`src/rtl/data_dispatch_pkg.sv`:
```
// Shared definitions for the one-to-three data dispatcher.
package data_dispatch_pkg;

  // Width of the destination select field on the upstream bus.
  localparam int DEST_W = 2;

  // Destination codes carried on i_DestSel_D.
  typedef enum logic [DEST_W-1:0] {
    DEST_A    = 2'd0,
    DEST_B    = 2'd1,
    DEST_C    = 2'd2,
    DEST_DROP = 2'd3
  } dest_e;

  // Number of output channels fed by the dispatcher.
  localparam int NUM_CH = 3;

endpackage

```
`src/rtl/dispatch_fifo.sv`:
```
// Synchronous first-word-fall-through FIFO with a registered head.
// The head register keeps its last value while the FIFO is empty, so
// the downstream data bus never shows stale memory contents or X.
module dispatch_fifo #(
  parameter int WIDTH      = 8,
  parameter int FIFO_DEPTH = 8
) (
  input  logic                          CLK,
  input  logic                          ASynReset,
  input  logic                          i_push,
  input  logic [WIDTH-1:0]              i_din,
  input  logic                          i_pop,
  output logic                          o_full,
  output logic                          o_empty,
  output logic [$clog2(FIFO_DEPTH):0]   o_count,
  output logic [WIDTH-1:0]              o_head
);

  localparam int AW    = $clog2(FIFO_DEPTH);
  localparam int CNT_W = AW + 1;

  logic [WIDTH-1:0] r_mem [FIFO_DEPTH];
  logic [AW-1:0]    r_wr_ptr;
  logic [AW-1:0]    r_rd_ptr;
  logic [CNT_W-1:0] r_count;
  logic [WIDTH-1:0] r_head;

  logic             w_push;
  logic             w_pop;
  logic [AW-1:0]    w_rd_next;
  logic [CNT_W-1:0] w_old_left;
  logic [WIDTH-1:0] w_head_next;

  // Full/empty come straight from the registered count, so full is the
  // start-of-cycle value and a same-cycle pop never frees room for a push.
  assign o_full  = (r_count == CNT_W'(FIFO_DEPTH));
  assign o_empty = (r_count == '0);
  assign o_count = r_count;
  assign o_head  = r_head;

  assign w_push     = i_push & ~o_full;
  assign w_pop      = i_pop & ~o_empty;
  assign w_rd_next  = w_pop ? r_rd_ptr + 1'b1 : r_rd_ptr;
  assign w_old_left = r_count - CNT_W'(w_pop);

  // Next head: an older entry if one survives the pop, otherwise the word
  // being pushed, otherwise hold the previous value.
  always_comb begin
    w_head_next = r_head;
    if (w_old_left != '0) begin
      w_head_next = r_mem[w_rd_next];
    end else if (w_push) begin
      w_head_next = i_din;
    end
  end

  // Storage array; contents need no reset because pointers gate every read.
  always_ff @(posedge CLK) begin
    if (w_push) begin
      r_mem[r_wr_ptr] <= i_din;
    end
  end

  // Pointers, occupancy and registered head.
  always_ff @(posedge CLK or posedge ASynReset) begin
    if (ASynReset) begin
      r_wr_ptr <= '0;
      r_rd_ptr <= '0;
      r_count  <= '0;
      r_head   <= '0;
    end else begin
      if (w_push) r_wr_ptr <= r_wr_ptr + 1'b1;
      r_rd_ptr <= w_rd_next;
      r_head   <= w_head_next;
      case ({w_push, w_pop})
        2'b10:   r_count <= r_count + 1'b1;
        2'b01:   r_count <= r_count - 1'b1;
        default: r_count <= r_count;
      endcase
    end
  end

endmodule

```
`src/rtl/data_dispatch.sv`:
```
// One-to-three dispatcher: routes the upstream D stream into per-channel
// FIFOs by destination tag; each channel handshakes independently.
module data_dispatch
  import data_dispatch_pkg::*;
#(
  parameter int WIDTH      = 8,
  parameter int FIFO_DEPTH = 8,
  parameter int DROP_W     = 8
) (
  input  logic              CLK,
  input  logic              ASynReset,
  input  logic              i_DataValid_D,
  input  logic [WIDTH-1:0]  i_DataIn_D,
  input  logic [DEST_W-1:0] i_DestSel_D,
  output logic              o_DataGrant_D,
  output logic              o_DataValid_A,
  output logic [WIDTH-1:0]  o_DataOut_A,
  input  logic              i_DataGrant_A,
  output logic              o_DataValid_B,
  output logic [WIDTH-1:0]  o_DataOut_B,
  input  logic              i_DataGrant_B,
  output logic              o_DataValid_C,
  output logic [WIDTH-1:0]  o_DataOut_C,
  input  logic              i_DataGrant_C,
  output logic [DROP_W-1:0] o_DropCnt
);

  localparam int CNT_W = $clog2(FIFO_DEPTH) + 1;

  logic [NUM_CH-1:0] w_push;
  logic [NUM_CH-1:0] w_pop;
  logic [NUM_CH-1:0] w_full;
  logic [NUM_CH-1:0] w_empty;
  logic [NUM_CH-1:0] w_at_cap;
  logic [NUM_CH-1:0] w_ds_grant;
  logic [CNT_W-1:0]  w_count [NUM_CH];
  logic [WIDTH-1:0]  w_head  [NUM_CH];
  logic              w_discard;
  logic              w_drop;
  logic [DROP_W-1:0] r_drop_cnt;

  assign w_ds_grant = {i_DataGrant_C, i_DataGrant_B, i_DataGrant_A};

  generate
    for (genvar g = 0; g < NUM_CH; g++) begin : g_ch
      // A non-full FIFO takes its word even when the global grant is low.
      assign w_push[g]   = i_DataValid_D & (i_DestSel_D == DEST_W'(g)) & ~w_full[g];
      assign w_pop[g]    = ~w_empty[g] & w_ds_grant[g];
      assign w_at_cap[g] = (w_count[g] == CNT_W'(FIFO_DEPTH));

      dispatch_fifo #(
        .WIDTH      (WIDTH),
        .FIFO_DEPTH (FIFO_DEPTH)
      ) u_fifo (
        .CLK       (CLK),
        .ASynReset (ASynReset),
        .i_push    (w_push[g]),
        .i_din     (i_DataIn_D),
        .i_pop     (w_pop[g]),
        .o_full    (w_full[g]),
        .o_empty   (w_empty[g]),
        .o_count   (w_count[g]),
        .o_head    (w_head[g])
      );
    end
  endgenerate

  // Conservative grant: any full channel stalls upstream regardless of tag.
  assign o_DataGrant_D = ~|w_at_cap;

  // A word is discarded when tagged for drop or aimed at a full FIFO.
  always_comb begin
    w_discard = 1'b1;
    case (i_DestSel_D)
      DEST_A:  w_discard = w_full[0];
      DEST_B:  w_discard = w_full[1];
      DEST_C:  w_discard = w_full[2];
      default: w_discard = 1'b1;
    endcase
  end

  assign w_drop = i_DataValid_D & w_discard;

  // Saturating count of discarded words; cleared only by reset.
  always_ff @(posedge CLK or posedge ASynReset) begin
    if (ASynReset) begin
      r_drop_cnt <= '0;
    end else if (w_drop && (r_drop_cnt != {DROP_W{1'b1}})) begin
      r_drop_cnt <= r_drop_cnt + 1'b1;
    end
  end

  assign o_DropCnt     = r_drop_cnt;
  assign o_DataValid_A = ~w_empty[0];
  assign o_DataValid_B = ~w_empty[1];
  assign o_DataValid_C = ~w_empty[2];
  assign o_DataOut_A   = w_head[0];
  assign o_DataOut_B   = w_head[1];
  assign o_DataOut_C   = w_head[2];

endmodule
```
`config.mk`:
```
export PLATFORM = sky130hd
export DESIGN_NAME = data_dispatch
export DESIGN_NICKNAME = d
export VERILOG_FILES = /design/src/rtl/data_dispatch_pkg.sv /design/src/rtl/dispatch_fifo.sv /design/src/rtl/data_dispatch.sv
export SDC_FILE = /design/constraint.sdc
export NUM_CORES = 1
export LEC_CHECK = 0
export ABC_AREA = 0
export BUFFER_PORTS_ARGS = -buffer_cell sky130_fd_sc_hd__buf_2
export CAP_MARGIN = 25
export CORE_ASPECT_RATIO = 1.75
export CORE_MARGIN = 2
export CORE_UTILIZATION = 44
export DETAILED_ROUTE_END_ITERATION = 8
export PLACE_DENSITY = 0.68
export SETUP_SLACK_MARGIN = 0.5
export SLEW_MARGIN = 25
export SYNTH_ARGS = -nofsm -noshare
export SYNTH_HDL_FRONTEND = slang
export SYNTH_SLANG_ARGS = --single-unit
export TNS_END_PERCENT = 100
```
`constraint.sdc`:
```
create_clock -name CLK -period 3.1 [get_ports CLK]
set_input_delay 0.155 -clock CLK [delete_from_list [all_inputs] [get_ports CLK]]
set_output_delay 0.155 -clock CLK [all_outputs]
set_load 0.03 [all_outputs]
```
==> results_dict.tcl <==
set metrics [dict create \
    cap_violations 0 \
    grt_usage 0.1953 \
    synth_edf_count 192 \
    rr_worst_depth 9 \
    clkSinkCount 254 \
    syn_area_per_cell_sq_um 15.08 \
    fp.dieH_um 226.3 \
    syn_inst 824 \
    synthSimpleGateAreaFrac 0.08218 \
    synthMuxAreaShare 0.1933 \
    grt_pass1_wl_um 43760 \
    syn2layout_area_growth_pct 13.53 \
    path_cells "or4b_4 > and2_2 > clkinv_4 > ha_4 > or3b_2 > o21ai_0 > o211ai_1 > a21oi_1 > xor2_1" \
    insertion_delay_ps 540 \
    ys_warn_count 0 \
    synth_area_sq_um 12420 \
    ys_ff_latch 254 \
    slew_violations 0 \
    regToRegSetupSlack_ps 610 \
    dr.pass1.iters 5 \
    critPathLaunchType "flip-flop" \
    min_period_ps 2489 \
    grt_pass1_vias 7858 \
    synth_top_family_by_area "multiplexers" \
    outcome "finished clean" \
    grt_antenna_before_repair 0 \
    cp_max_fo 6 \
    crit_slowest_cell "or4b_4" \
    ios 52 \
    r2r-end "g_ch[1].u_fifo.o_count[3]" \
    crit_type "reg -> reg" \
    ys_types 65 \
    slew_headroom 0.3514 \
    holdPathStages 4 \
    cpPeakStageDelay_ps 540 \
    dp_hpwl_um 18660 \
    min_to "g_ch[2].u_fifo.r_rd_ptr[0]" \
    n_fill_cell 2305 \
    viasPerCell 5.850 \
    htreeDepth 1 \
    post-route-util 0.5060 \
    die_area_sq_um 29650 \
    p_leak_nw 5.031 \
    synth_fa_ha_area_frac 0.01309 \
    required_ps 3560 \
    drive_above_1_share 0.2932 \
    endpoint_kind "flip-flop" \
    cts_buffers 23 \
    gp_congestion 0.8698 \
    final_cell_area_sq_um 14100 \
    fin_skew_ps 11.83 \
    timing.hold.ws_ps 78.36 \
    routedWlPerCell_um 21.70 \
    coreArea_sq_um 27870 \
    routed_wirelength_um 27930 \
    drtAntennaViolNets 0 \
    rsz0062_at_grt "true" \
    clock.fmax_mhz 401.8 \
    clk_pin_slew_worst_paths_ps 70 \
    synth-xor-area-share 0.02327 \
    cts-root-buf "clkbuf_16" \
    grt_max_degree 34 \
    arrival_ps 2950 \
    tns_ps 0 \
    timing.rr.start "g_ch[1].u_fifo.o_count[2]" \
    dpl_cell_area_sq_um 13210 \
    cts_max_path_buffers 3 \
    syn_nets 853 \
    start_util 0.4457 \
    final-setup-viol-count 0 \
    async_flop_share 0.2441 \
    rows 81 \
    yosysSeqAreaShare 0.5890 \
    nets 926 \
    cts_tree "built" \
    timing.final.crit_share 0.8027 \
    n_antenna_cell 0 \
    overflow 0 \
    holdCritPathClass "in -> reg" \
    p_per_area_nw_per_um2 960.1 \
    portBuffers 51 \
    finalHoldViolCount 0 \
    peakVddDrop_mv 0.4738 \
    first_iter_violations 398 \
    die_w_um 131.0 \
    vias 7529 \
    synth_ff_type "edfxtp_1" \
    synth_compound_area_frac 0.06939 \
    worst_pin_slew_ps 970.4 \
    drc 0 \
    worstHoldStart "i_DataGrant_C" \
]
-- report_power, final --
group | switching, mW | leakage [nW] | internal, mW
sequential | 0.549 | 2.46 | 4.19
clock | 1.29 | 0.388 | 1.72
combinational | 3.13 | 2.19 | 2.66
-- per-stage QoR --
stage	std cells	total power, mW	worst slack, ps
after floorplan	824	9.138	520.2
after global placement	1236	10.44	396.7
after detailed placement	1236	10.54	374.9
after CTS	1280	13.57	528.0
after global routing	1287	14.29	489.3
final	1287	13.54	611.5
-- cells by family after synthesis --
kind of cell / Yosys count
AO/OA/AOI/OAI: 121
XOR/XNOR: 33
adder cells (fa/ha/maj): 13
buffers and inverters: 69
flip-flops: 254
multiplexers: 139
AND/OR/NAND/NOR: 195
-- placed cells by master, fill, tap and decap left out, types with 5 or more instances in the layout --
master	instances
buf_2	51
nor2_1	29
nor2b_1	22
clkinv_2	5
a22oi_1	6
o21ai_0	18
clkbuf_16	23
edfxtp_1	192
nand3_1	6
a211oi_1	27
a221oi_1	8
dfrtp_2	7
nor3b_1	6
nor3_1	22
o22ai_1	13
dfrtp_1	55
and2_1	6
ha_1	10
inv_1	7
xnor2_1	23
mux2i_1	52
xor2_1	10
mux4_2	80
mux2_2	7
nand2_1	65
buf_4	52
a21oi_1	28
-- area by class of cell --
type	instances	area, sq um	area share
Clock inverter	17	214.0	0.01517
Clock buffer	25	583.1	0.04134
Multi-Input combinational cell	501	4800	0.3403
Timing Repair Buffer	104	655.6	0.04649
Tap cell	373	466.7	0.03309
Sequential cell	254	7326	0.5194
Inverter	13	58.81	0.004170
-- worst max path at each step --
stage | from | to
after floorplan | g_ch[0].u_fifo.o_count[1] | g_ch[0].u_fifo.o_count[3]
after global placement | g_ch[2].u_fifo.o_count[1] | g_ch[2].u_fifo.o_count[2]
after detailed placement | g_ch[2].u_fifo.o_count[1] | g_ch[2].u_fifo.o_count[2]
after CTS | g_ch[1].u_fifo.o_count[2] | g_ch[1].u_fifo.o_count[3]
after global routing | g_ch[0].u_fifo.o_count[1] | g_ch[0].u_fifo.o_count[2]
final | g_ch[1].u_fifo.o_count[2] | g_ch[1].u_fifo.o_count[3]
-- routing by layer --
layer / wire length, um / track usage
met1: 10110 / 0.2241
met2: 15410 / 0.3640
met3: 1272 / 0.01864
met4: 1132 / 0.08202
met5: 0 / 0
-- critical path, delay by kind of cell (launching register included) --
family	cells	cell delay [ps]
flops	1	440
buf+inv	1	60
compound gates	3	390
xor+xnor	1	160
simple gates	3	1200
fa+ha+maj	1	150
-- synthesized netlist by cell type, types with 13 or more instances --
| library cell | n | area share |
|---|---|---|
| o22ai_1 | 13 | 0.0065 |
| o21ai_0 | 18 | 0.0073 |
| xnor2_1 | 23 | 0.016 |
| mux2i_1 | 52 | 0.042 |
| nor2b_1 | 22 | 0.011 |
| nor2_1 | 29 | 0.0088 |
| edfxtp_1 | 192 | 0.46 |
| clkbuf_1 | 13 | 0.0039 |
| dfrtp_1 | 62 | 0.12 |
| ha_1 | 13 | 0.013 |
| a21oi_1 | 28 | 0.011 |
| nor3_1 | 23 | 0.0093 |
| buf_2 | 26 | 0.010 |
| a211oi_1 | 27 | 0.016 |
| mux4_2 | 80 | 0.15 |
| nand2_1 | 65 | 0.020 |
-- flip-flops by register name (all words and copies together), names as in the netlist --
signal / flops
g_ch.u_fifo.o_count: 12
g_ch.u_fifo.o_head: 24
g_ch.u_fifo.r_mem: 192
g_ch.u_fifo.r_rd_ptr: 9
g_ch.u_fifo.r_wr_ptr: 9
o_DropCnt: 8
-- repair_timing --
item	CTS	global route
setup endpoints to repair	3	4
hold buffers	1	0
setup buffers	1	7
resized for setup	5	8
pin swaps	1	2
endpoints found under the hold margin	30	0
Power figures use the tool's default switching activity.
